==> src/rtl/result_collector.sv <==
// -----------------------------------------------------------------------------
// result_collector
//
// Captures the N aligned result rows of an NxN matrix product from the output
// deskew stage, then streams the matrix out in row-major order over a
// valid/ready handshake and pulses done after the last element is accepted.
//
// Ports:
//   clk        rising-edge clock
//   reset      synchronous, active-high reset
//   enable     pipeline advance qualifier; only WAIT and CAPTURE honour it
//   start      single-cycle pulse on the first cycle of a computation
//   row_in     aligned result row, element j = column j
//   out_data   streamed element (0 when not draining)
//   out_valid  out_data is valid
//   out_ready  consumer ready; a beat transfers when out_valid && out_ready
//   out_last   marks the final element C[N-1][N-1]
//   busy       state is not IDLE
//   done       one-cycle pulse after the final handshake
//
// Handshake: a beat transfers on a rising edge where out_valid and out_ready
// are both high. While out_valid is high and out_ready is low, out_data and
// out_last hold their values; out_valid never drops until its beat transfers.
// -----------------------------------------------------------------------------
module result_collector #(
    parameter int N            = 4,
    parameter int RESULT_WIDTH = 32,
    parameter int LATENCY      = 11
) (
    input  logic                    clk,
    input  logic                    reset,
    input  logic                    enable,
    input  logic                    start,
    input  logic [RESULT_WIDTH-1:0] row_in [0:N-1],
    output logic [RESULT_WIDTH-1:0] out_data,
    output logic                    out_valid,
    input  logic                    out_ready,
    output logic                    out_last,
    output logic                    busy,
    output logic                    done
);

    localparam int WW = (LATENCY > 1) ? $clog2(LATENCY) : 1;
    localparam int RW = (N > 1) ? $clog2(N) : 1;

    // Wait count at which the next enable cycle moves WAIT -> CAPTURE, so the
    // first capture lands on the LATENCY-th enable-high cycle after start.
    localparam logic [WW-1:0] WAIT_LAST  = WW'((LATENCY >= 2) ? LATENCY - 2 : 0);
    localparam logic [RW-1:0] ROW_LAST   = RW'(N - 1);
    localparam logic [RW-1:0] COL_PENULT = RW'((N >= 2) ? N - 2 : 0);

    typedef enum logic [1:0] {
        S_IDLE    = 2'd0,
        S_WAIT    = 2'd1,
        S_CAPTURE = 2'd2,
        S_DRAIN   = 2'd3
    } state_t;

    state_t                  state_q;
    logic [WW-1:0]           wait_q;
    logic [RW-1:0]           cap_row_q;
    // Drain element index kept as a (row, column) pair so no divide is needed.
    logic [RW-1:0]           dr_row_q;
    logic [RW-1:0]           dr_col_q;
    logic                    out_valid_q;
    logic                    out_last_q;
    logic                    done_q;
    logic [RESULT_WIDTH-1:0] mat_q [0:N-1][0:N-1];

    always_ff @(posedge clk) begin
        if (reset) begin
            state_q     <= S_IDLE;
            wait_q      <= '0;
            cap_row_q   <= '0;
            dr_row_q    <= '0;
            dr_col_q    <= '0;
            out_valid_q <= 1'b0;
            out_last_q  <= 1'b0;
            done_q      <= 1'b0;
        end else begin
            done_q <= 1'b0;
            case (state_q)
                S_IDLE: begin
                    if (start) begin
                        wait_q    <= '0;
                        cap_row_q <= '0;
                        state_q   <= (LATENCY == 1) ? S_CAPTURE : S_WAIT;
                    end
                end
                S_WAIT: begin
                    if (enable) begin
                        wait_q <= wait_q + 1'b1;
                        if (wait_q == WAIT_LAST) begin
                            state_q <= S_CAPTURE;
                        end
                    end
                end
                S_CAPTURE: begin
                    if (enable) begin
                        if (cap_row_q == ROW_LAST) begin
                            cap_row_q   <= '0;
                            dr_row_q    <= '0;
                            dr_col_q    <= '0;
                            out_valid_q <= 1'b1;
                            out_last_q  <= (N == 1);
                            state_q     <= S_DRAIN;
                        end else begin
                            cap_row_q <= cap_row_q + 1'b1;
                        end
                    end
                end
                S_DRAIN: begin
                    if (out_ready) begin
                        if (out_last_q) begin
                            out_valid_q <= 1'b0;
                            out_last_q  <= 1'b0;
                            done_q      <= 1'b1;
                            state_q     <= S_IDLE;
                        end else begin
                            if (dr_col_q == ROW_LAST) begin
                                dr_col_q <= '0;
                                dr_row_q <= dr_row_q + 1'b1;
                            end else begin
                                dr_col_q <= dr_col_q + 1'b1;
                            end
                            // Flag the next beat as last when it is C[N-1][N-1].
                            out_last_q <= (dr_row_q == ROW_LAST) && (dr_col_q == COL_PENULT);
                        end
                    end
                end
                default: state_q <= S_IDLE;
            endcase
        end
    end

    // Matrix buffer; stale contents are harmless because every row is
    // rewritten before the next drain.
    always_ff @(posedge clk) begin
        if (state_q == S_CAPTURE && enable) begin
            for (int j = 0; j < N; j++) begin
                mat_q[cap_row_q][j] <= row_in[j];
            end
        end
    end

    // Read straight from registers, so the value is stable while stalled.
    always_comb begin
        out_data = '0;
        if (state_q == S_DRAIN) begin
            out_data = mat_q[dr_row_q][dr_col_q];
        end
    end

    assign out_valid = out_valid_q;
    assign out_last  = out_last_q;
    assign done      = done_q;
    assign busy      = (state_q != S_IDLE);

endmodule

==> config.mk <==
export PLATFORM = sky130hd
export DESIGN_NAME = result_collector
export DESIGN_NICKNAME = d
export VERILOG_FILES = /design/src/rtl/result_collector.sv
export SDC_FILE = /design/constraint.sdc
export NUM_CORES = 1
export LEC_CHECK = 0
export BUFFER_PORTS_ARGS = -buffer_cell sky130_fd_sc_hd__buf_2
export CAP_MARGIN = 20
export CORE_MARGIN = 2
export CORE_UTILIZATION = 54
export DETAILED_ROUTE_END_ITERATION = 8
export GPL_TIMING_DRIVEN = 0
export PLACE_DENSITY = 0.8
export SETUP_SLACK_MARGIN = 0.1
export SYNTH_ARGS = -nofsm -noshare
export SYNTH_HDL_FRONTEND = slang
export SYNTH_SLANG_ARGS = --single-unit
==> constraint.sdc <==
create_clock -name clk -period 4.7 [get_ports clk]
set_input_delay 0.705 -clock clk [delete_from_list [all_inputs] [get_ports clk]]
set_output_delay 0.705 -clock clk [all_outputs]
set_load 0.02 [all_outputs]
Word-level counts from Yosys, hierarchy flattened
Memories as Yosys holds them, arrays and structs flattened. A register that Yosys moved wholly into a read port is not among the register bits. Index checks and enable logic that the tools add are counted.

Add/sub/neg operators: 4. $lt $le $gt $ge: 1. Equal/unequal tests: 17. Multiplexer cells: 44. Bitwise logic cells: 3. Reductions and logical operators: 15.

Operators with widths (number): 32-bit 2-to-1 mux (3); 32-bit binary-select mux with 2-bit select (1); 2-bit 2-to-1 mux (20); 2-bit inequality test (second input constant) (9); 2-bit equality test (second input constant) (6); 2-bit one-hot mux with 2 select lines (3); 1-bit 2-to-1 mux (11); 5-bit AND reduction (2); 4-bit 2-to-1 mux (2); 2-bit one-hot mux with 4 select lines (1); 4-bit one-hot mux with 2 select lines (1); 2-bit nonzero test (4); 7-bit AND reduction (1); 2-bit by 1-bit adder with 2-bit output (second input constant) (3); 3-bit AND reduction (2); 6-bit AND reduction (1); 4-bit by 1-bit adder with 4-bit output (second input constant) (1); 4-bit equality test (second input constant) (1); 1-bit one-hot mux with 2 select lines (2); 4-bit AND reduction (1); 3-bit >= comparator (second input constant) (1); 2-bit inverter with 3-bit output (1); 3-bit OR reduction (1); 2-bit by 1-bit equality test with 1-bit output (second input constant) (1); other kinds (3) (5).

Flip-flop bits (word level): 15. Memory bits (writable): 512. Input bits: 133. Output and inout bits: 36. Word-level logic and storage cells: 93. Memories kept: 1.

Memories: mat_q (depth 4, width 128, rd ports 1, clocked after memory_dff 1, write ports 1, RTL line 68) `logic [RESULT_WIDTH-1:0] mat_q [0:N-1][0:N-1];`.

Longest topological paths before layout
Depth in word-level cells: 7. Gate-level depth with buffers: 7. Mapped depth without buffers: 6.

Worst setup path after synthesis
Ideal clock, no wire load.

Path kind: reg2reg. Start: reg state_q[0]. End: mem mat_q[0][0] (netlist name), enable pin. Library setup time: 0.503 ns. Arrival: 3.912 ns. Required time: 4.197 ns. Setup slack: 0.285 ns. Cell stages (with the launch flop): 5. Path buffers: 1. Clock period less this slack: 4.415 ns. Cells stage by stage: dfxtp_1 -> inv_1 -> ha_1 -> clkbuf_1 -> and3_1.

Longest elaborated chain between the ends: 4.

RTL lines: from (decl) (RTL line 59) `state_t state_q;`; from (signal assigned) (RTL line 87) `state_q <= (LATENCY == 1) ? S_CAPTURE : S_WAIT;`; 2-bit equality test (RTL line 139) `if (state_q == S_CAPTURE && enable) begin`; 1-bit logical AND (RTL line 139); 1-bit 2-to-1 mux (RTL line 139); 1-bit 2-to-1 mux (not written as such) (RTL line 141) `mat_q[cap_row_q][j] <= row_in[j];`; to (decl) (RTL line 68).

No other way between the ends.

Worst setup path in the final report
Start: reg dr_col_q[0]. End: out out_data[29].

Longest elaborated chain between the ends: 5.

RTL lines: from (decl) (RTL line 64) `logic [RW-1:0] dr_col_q;`; from (signal assigned) (RTL line 124) `dr_col_q <= dr_col_q + 1'b1;`; 2-bit inverter with 3-bit output (not written as such) (RTL line 150) `out_data = mat_q[dr_row_q][dr_col_q];`; 32-bit binary-select mux with 2-bit select (RTL line 150); 32-bit 2-to-1 mux (not written as such) (2 in a row) (RTL line 150); 32-bit 2-to-1 mux (RTL line 149) `if (state_q == S_DRAIN) begin`; to (decl) (RTL line 35) `output logic [RESULT_WIDTH-1:0] out_data,`.

No other way between the ends. The select of a mux whose other input is x is not followed.

==> summary.md <==
| Metric | Value |
|---|---|
| Layout cells sized above 1 | `0.2231` |
| Max-Cap Viols | `0` |
| Hold Path Class | `primary input to flip-flop` |
| Row count | `just over 70` |
| Synth Register Bits | `around 530` |
| Number of global-route vias before repair | `roughly 12,000` |
| Met3 WL | `approximately 3.7 mm` |
| Power per cell area | `408.6 nW/um^2` |
| H-tree depth | `2` |
| Die area | `between 40,000 and 50,000 um^2` |
| Final Skew | `~0.026 ns` |
| Internal Power | `just under 8 mW` |
| Routed Antenna Nets | `0` |
| Inst Count DP | `roughly 1,800` |
| I/O Buffers | `around 170` |
| Final GP Congestion | `between 0.7 and 0.8` |
| Setup Viol. Count Final | `0` |
| Worst-Skew Late Latency | `between 0.5 and 0.6 ns` |
| Via count | `around 11,000` |
| Hold Path End | `mat_q[3][108]$_DFFE_PP_` |
| Fmax | `around 280 MHz` |
| Largest net degree at the start of global routing | `54` |
| Sequential fraction of the synthesis area | `0.7485` |
| Core Area | `38,560 um^2` |
| Area share of the largest cell type after synthesis | `0.7323` |
| Number of I/O pins | `~170` |
| CP Data Required Time | `between 3 and 4 ns` |
| Leak pwr | `between 7 and 8 nW` |
| Hold_buf cts | `0` |
| Antenna violations before repair | `20` |
| Worst vdd ir | `~0.00032 V` |
| Synth unique cells | `between 40 and 50` |
| Arr. time, crit path | `2.84 ns` |
| Mapped Area | `between 20,000 and 25,000 um^2` |
| Min-Delay Startpoint | `row_in[108]` |
| # fillers | `around 2,700` |
| Tmin final | `around 3.5 ns` |
| Ranking of synthesized cells by area | `edfxtp_1 73%, mux2i_1 11%, a22oi_1 3.6%, dfxtp_1 1.6%, mux4_2 1.3%` |
| Worst reg2reg setup slack | `approximately 1.9 ns` |
| Clock power frac | `0.389` |
| Switching power total | `around 2.1 mW` |
| Initial DRT Pass Iterations | `5` |
| Crit path kind | `flip-flop to primary output` |
| CP Max Fanout | `10` |
| Final hold vios | `0` |
| Vias per inst | `about 5.9` |
| Die X-Extent | `about 200 um` |
| Yosys top cell by area | `edfxtp_1` |
| Setup Fix Bufs, Post-CTS | `0` |
| R2r worst-path depth | `6` |
| Logic pwr share | `0.070` |
| Worst relative slew slack | `0.4331` |
| Drc violations | `0` |
| Met2 wirelength from detailed routing | `between 20 and 25 mm` |
| Worst-margin pin slew | `0.8503 ns` |
| Switching Share | `0.2145` |
| Clock Pin Slew Worst Setup and Hold Paths | `approximately 0.060 ns` |
| CTS Sinks | `529` |
| Seq pwr share | `0.540` |
| Ys Warns | `0` |
| WL final | `46.91 mm` |
| Final period util | `0.7549` |
| Area grow syn2layout | `15.90%` |
| Non-filler cells, final | `slightly below 2,000` |
| Area of the multi-input gates | `~4700 um^2` |
| Hold path depth | `1` |
| Die extent in y | `201.2 um` |
| Num CTS Buffers | `51` |
| Primary FF master, synth | `edfxtp_1` |
| Clk buf depth | `3` |
| RSZ-0062 raised after global routing | `no` |
| GRT Residual Overflow | `0` |
| Fin. max-slew vios | `0` |
| Commonest cells in the netlist | `512 x edfxtp_1, 232 x mux2i_1, 102 x a22oi_1` |
| FF-to-FF Start | `state_q[0]$_SDFFE_PP0P_` |
| Worst Setup End Kind | `primary output` |
| Worst reg2reg endpoint | `mat_q[1][30]$_DFFE_PP_` |
| Area occupied by registers | `around 16,000 um^2` |
| Highest metal used | `met5` |
| Critical path launch point type | `flip-flop` |
| First-pass GRT wire length | `between 60 and 70 mm` |
| HPWL after DPL | `~30 mm` |
| Post-synth EDFFs | `512` |
| Hold slack | `between 0.3 and 0.4 ns` |
| GRT Util Overall | `0.2295` |
| Avg Synthesized Cell Area | `around 18 um^2` |
| CTS tree | `done` |
| Outcome | `complete, no violations` |
| Fin nets | `between 1,500 and 2,000` |
| CTS root buf | `clkbuf_16` |
| Wire per inst | `approximately 24 um` |
| Initial drt markers | `1,221` |
| Top-count cell post-synth | `edfxtp_1` |
| Post-CTS Resized | `0` |
| Syn_nets | `1,304` |
| Post-synthesis async set-or-reset flop share | `0` |
| Cells after Synth | `between 1,000 and 1,500` |
| Metal-1 WL | `about 19 mm` |
| Initial Utilization | `0.5446` |
[worst max path at each step]
stage	startpoint	end	cells past startpoint
2_1_floorplan	state_q[0]$_SDFFE_PP0P_	mat_q[0][0]$_DFFE_PP_	4
3_3_place_gp	state_q[0]$_SDFFE_PP0P_	mat_q[1][50]$_DFFE_PP_	4
3_5_place_dp	dr_col_q[0]$_SDFFE_PP0P_	out_data[28]	7
4_1_cts	dr_col_q[0]$_SDFFE_PP0P_	out_data[28]	7
5_1_grt	dr_col_q[0]$_SDFFE_PP0P_	out_data[28]	7
6_report	dr_col_q[0]$_SDFFE_PP0P_	out_data[29]	7
[placed cells by master (no fill, tap or decap), drive strengths merged, types with 2 or more instances in the layout]
cell type / netlist / final
nor2b: 7 / 7
dfxtp: 17 / 17
nand2: 54 / 54
o21ai: 30 / 30
nand3: 3 / 3
clkinv: 0 / 22
inv: 9 / 10
edfxtp: 512 / 512
bufinv: 0 / 4
xnor2: 3 / 3
nand3b: 4 / 4
buf: 45 / 221
nor4b: 2 / 2
a22oi: 102 / 102
nand2b: 8 / 8
o22ai: 19 / 19
nor2: 13 / 13
nor3: 3 / 3
clkbuf: 20 / 82
mux4: 13 / 13
ha: 16 / 16
nand4: 3 / 3
a21oi: 9 / 9
nor4: 2 / 2
a221oi: 13 / 13
mux2i: 232 / 232
and3: 4 / 4
diode: 0 / 13
a211oi: 3 / 3
a31o: 3 / 3
[critical path: stages, from the launching register on]
cell	delay, ns
dfxtp_1	0.33
buf_4	0.19
nor2_2	0.62
clkbuf_1	0.50
a22oi_1	0.20
nand2_1	0.15
o22ai_1	0.08
buf_2	0.20
[logic make-up (layout without fill, tap and decap cells)]
family                   count (synthesis)  count (layout)  synth area share
adder cells (fa/ha/maj)                 16              16          0.009534
AND/OR/NAND/NOR                        106             106           0.02407
AO/OA/AOI/OAI                          182             182           0.06317
XOR/XNOR                                 3               3          0.001252
other                                    0              13                 0
multiplexers                           245             245            0.1247
buffers and inverters                   74             340           0.02878
flip-flops                             529             529            0.7485
[routing by layer]
metal / global-route usage / vias to the layer above
met5: 0 / -
met4: 0.08193 / 18
met3: 0.05734 / 97
met2: 0.3669 / 460
met1: 0.3093 / 5793
li1: - / 5121
[sequential cells by signal, indices dropped and copies added (netlist names), named ones only]
signal,cells
state_q,2
out_valid,1
out_last,1
dr_row_q,2
dr_col_q,2
done,1
wait_q,4
mat_q,512
cap_row_q,2
[power groups by stage]
stage / clock network (mW) / logic, mW / registers, mW
floorplan: 0 / 0.406 / 5.49
global placement: 0 / 0.640 / 5.50
detailed placement: 0 / 0.687 / 5.47
CTS: 3.91 / 0.700 / 5.37
global route: 4.10 / 0.763 / 5.38
finish: 3.87 / 0.700 / 5.37
[final cells by class]
| cell class | count | area share |
|---|---|---|
| Sequential cell | 529 | 0.6458 |
| Multi-Input combinational cell | 552 | 0.1930 |
| Clock buffer | 62 | 0.05501 |
| Timing Repair Buffer | 176 | 0.04360 |
| Tap cell | 518 | 0.02663 |
| Buffer | 65 | 0.02344 |
| Clock inverter | 28 | 0.009820 |
| Inverter | 9 | 0.001388 |
| Antenna cell | 13 | 0.001337 |
[per-stage QoR]
| step | power (mW) | util | cell area, um^2 | setup slack [ns] | setup TNS [ns] |
|---|---|---|---|---|---|
| detailed placement | 6.157 | 0.5894 | 22730 | 1.706 | 0 |
| floorplan | 5.891 | - | 21000 | 0.2851 | 0 |
| global route | 10.24 | 0.6308 | 24320 | 1.012 | 0 |
| global placement | 6.139 | 0.5832 | 22490 | -2.014 | -1008.73 |
| CTS | 9.986 | 0.6303 | 24300 | 1.130 | 0 |
| finish | 9.943 | 0.6312 | 24340 | 1.152 | 0 |
(Power assumes the default switching activity.)
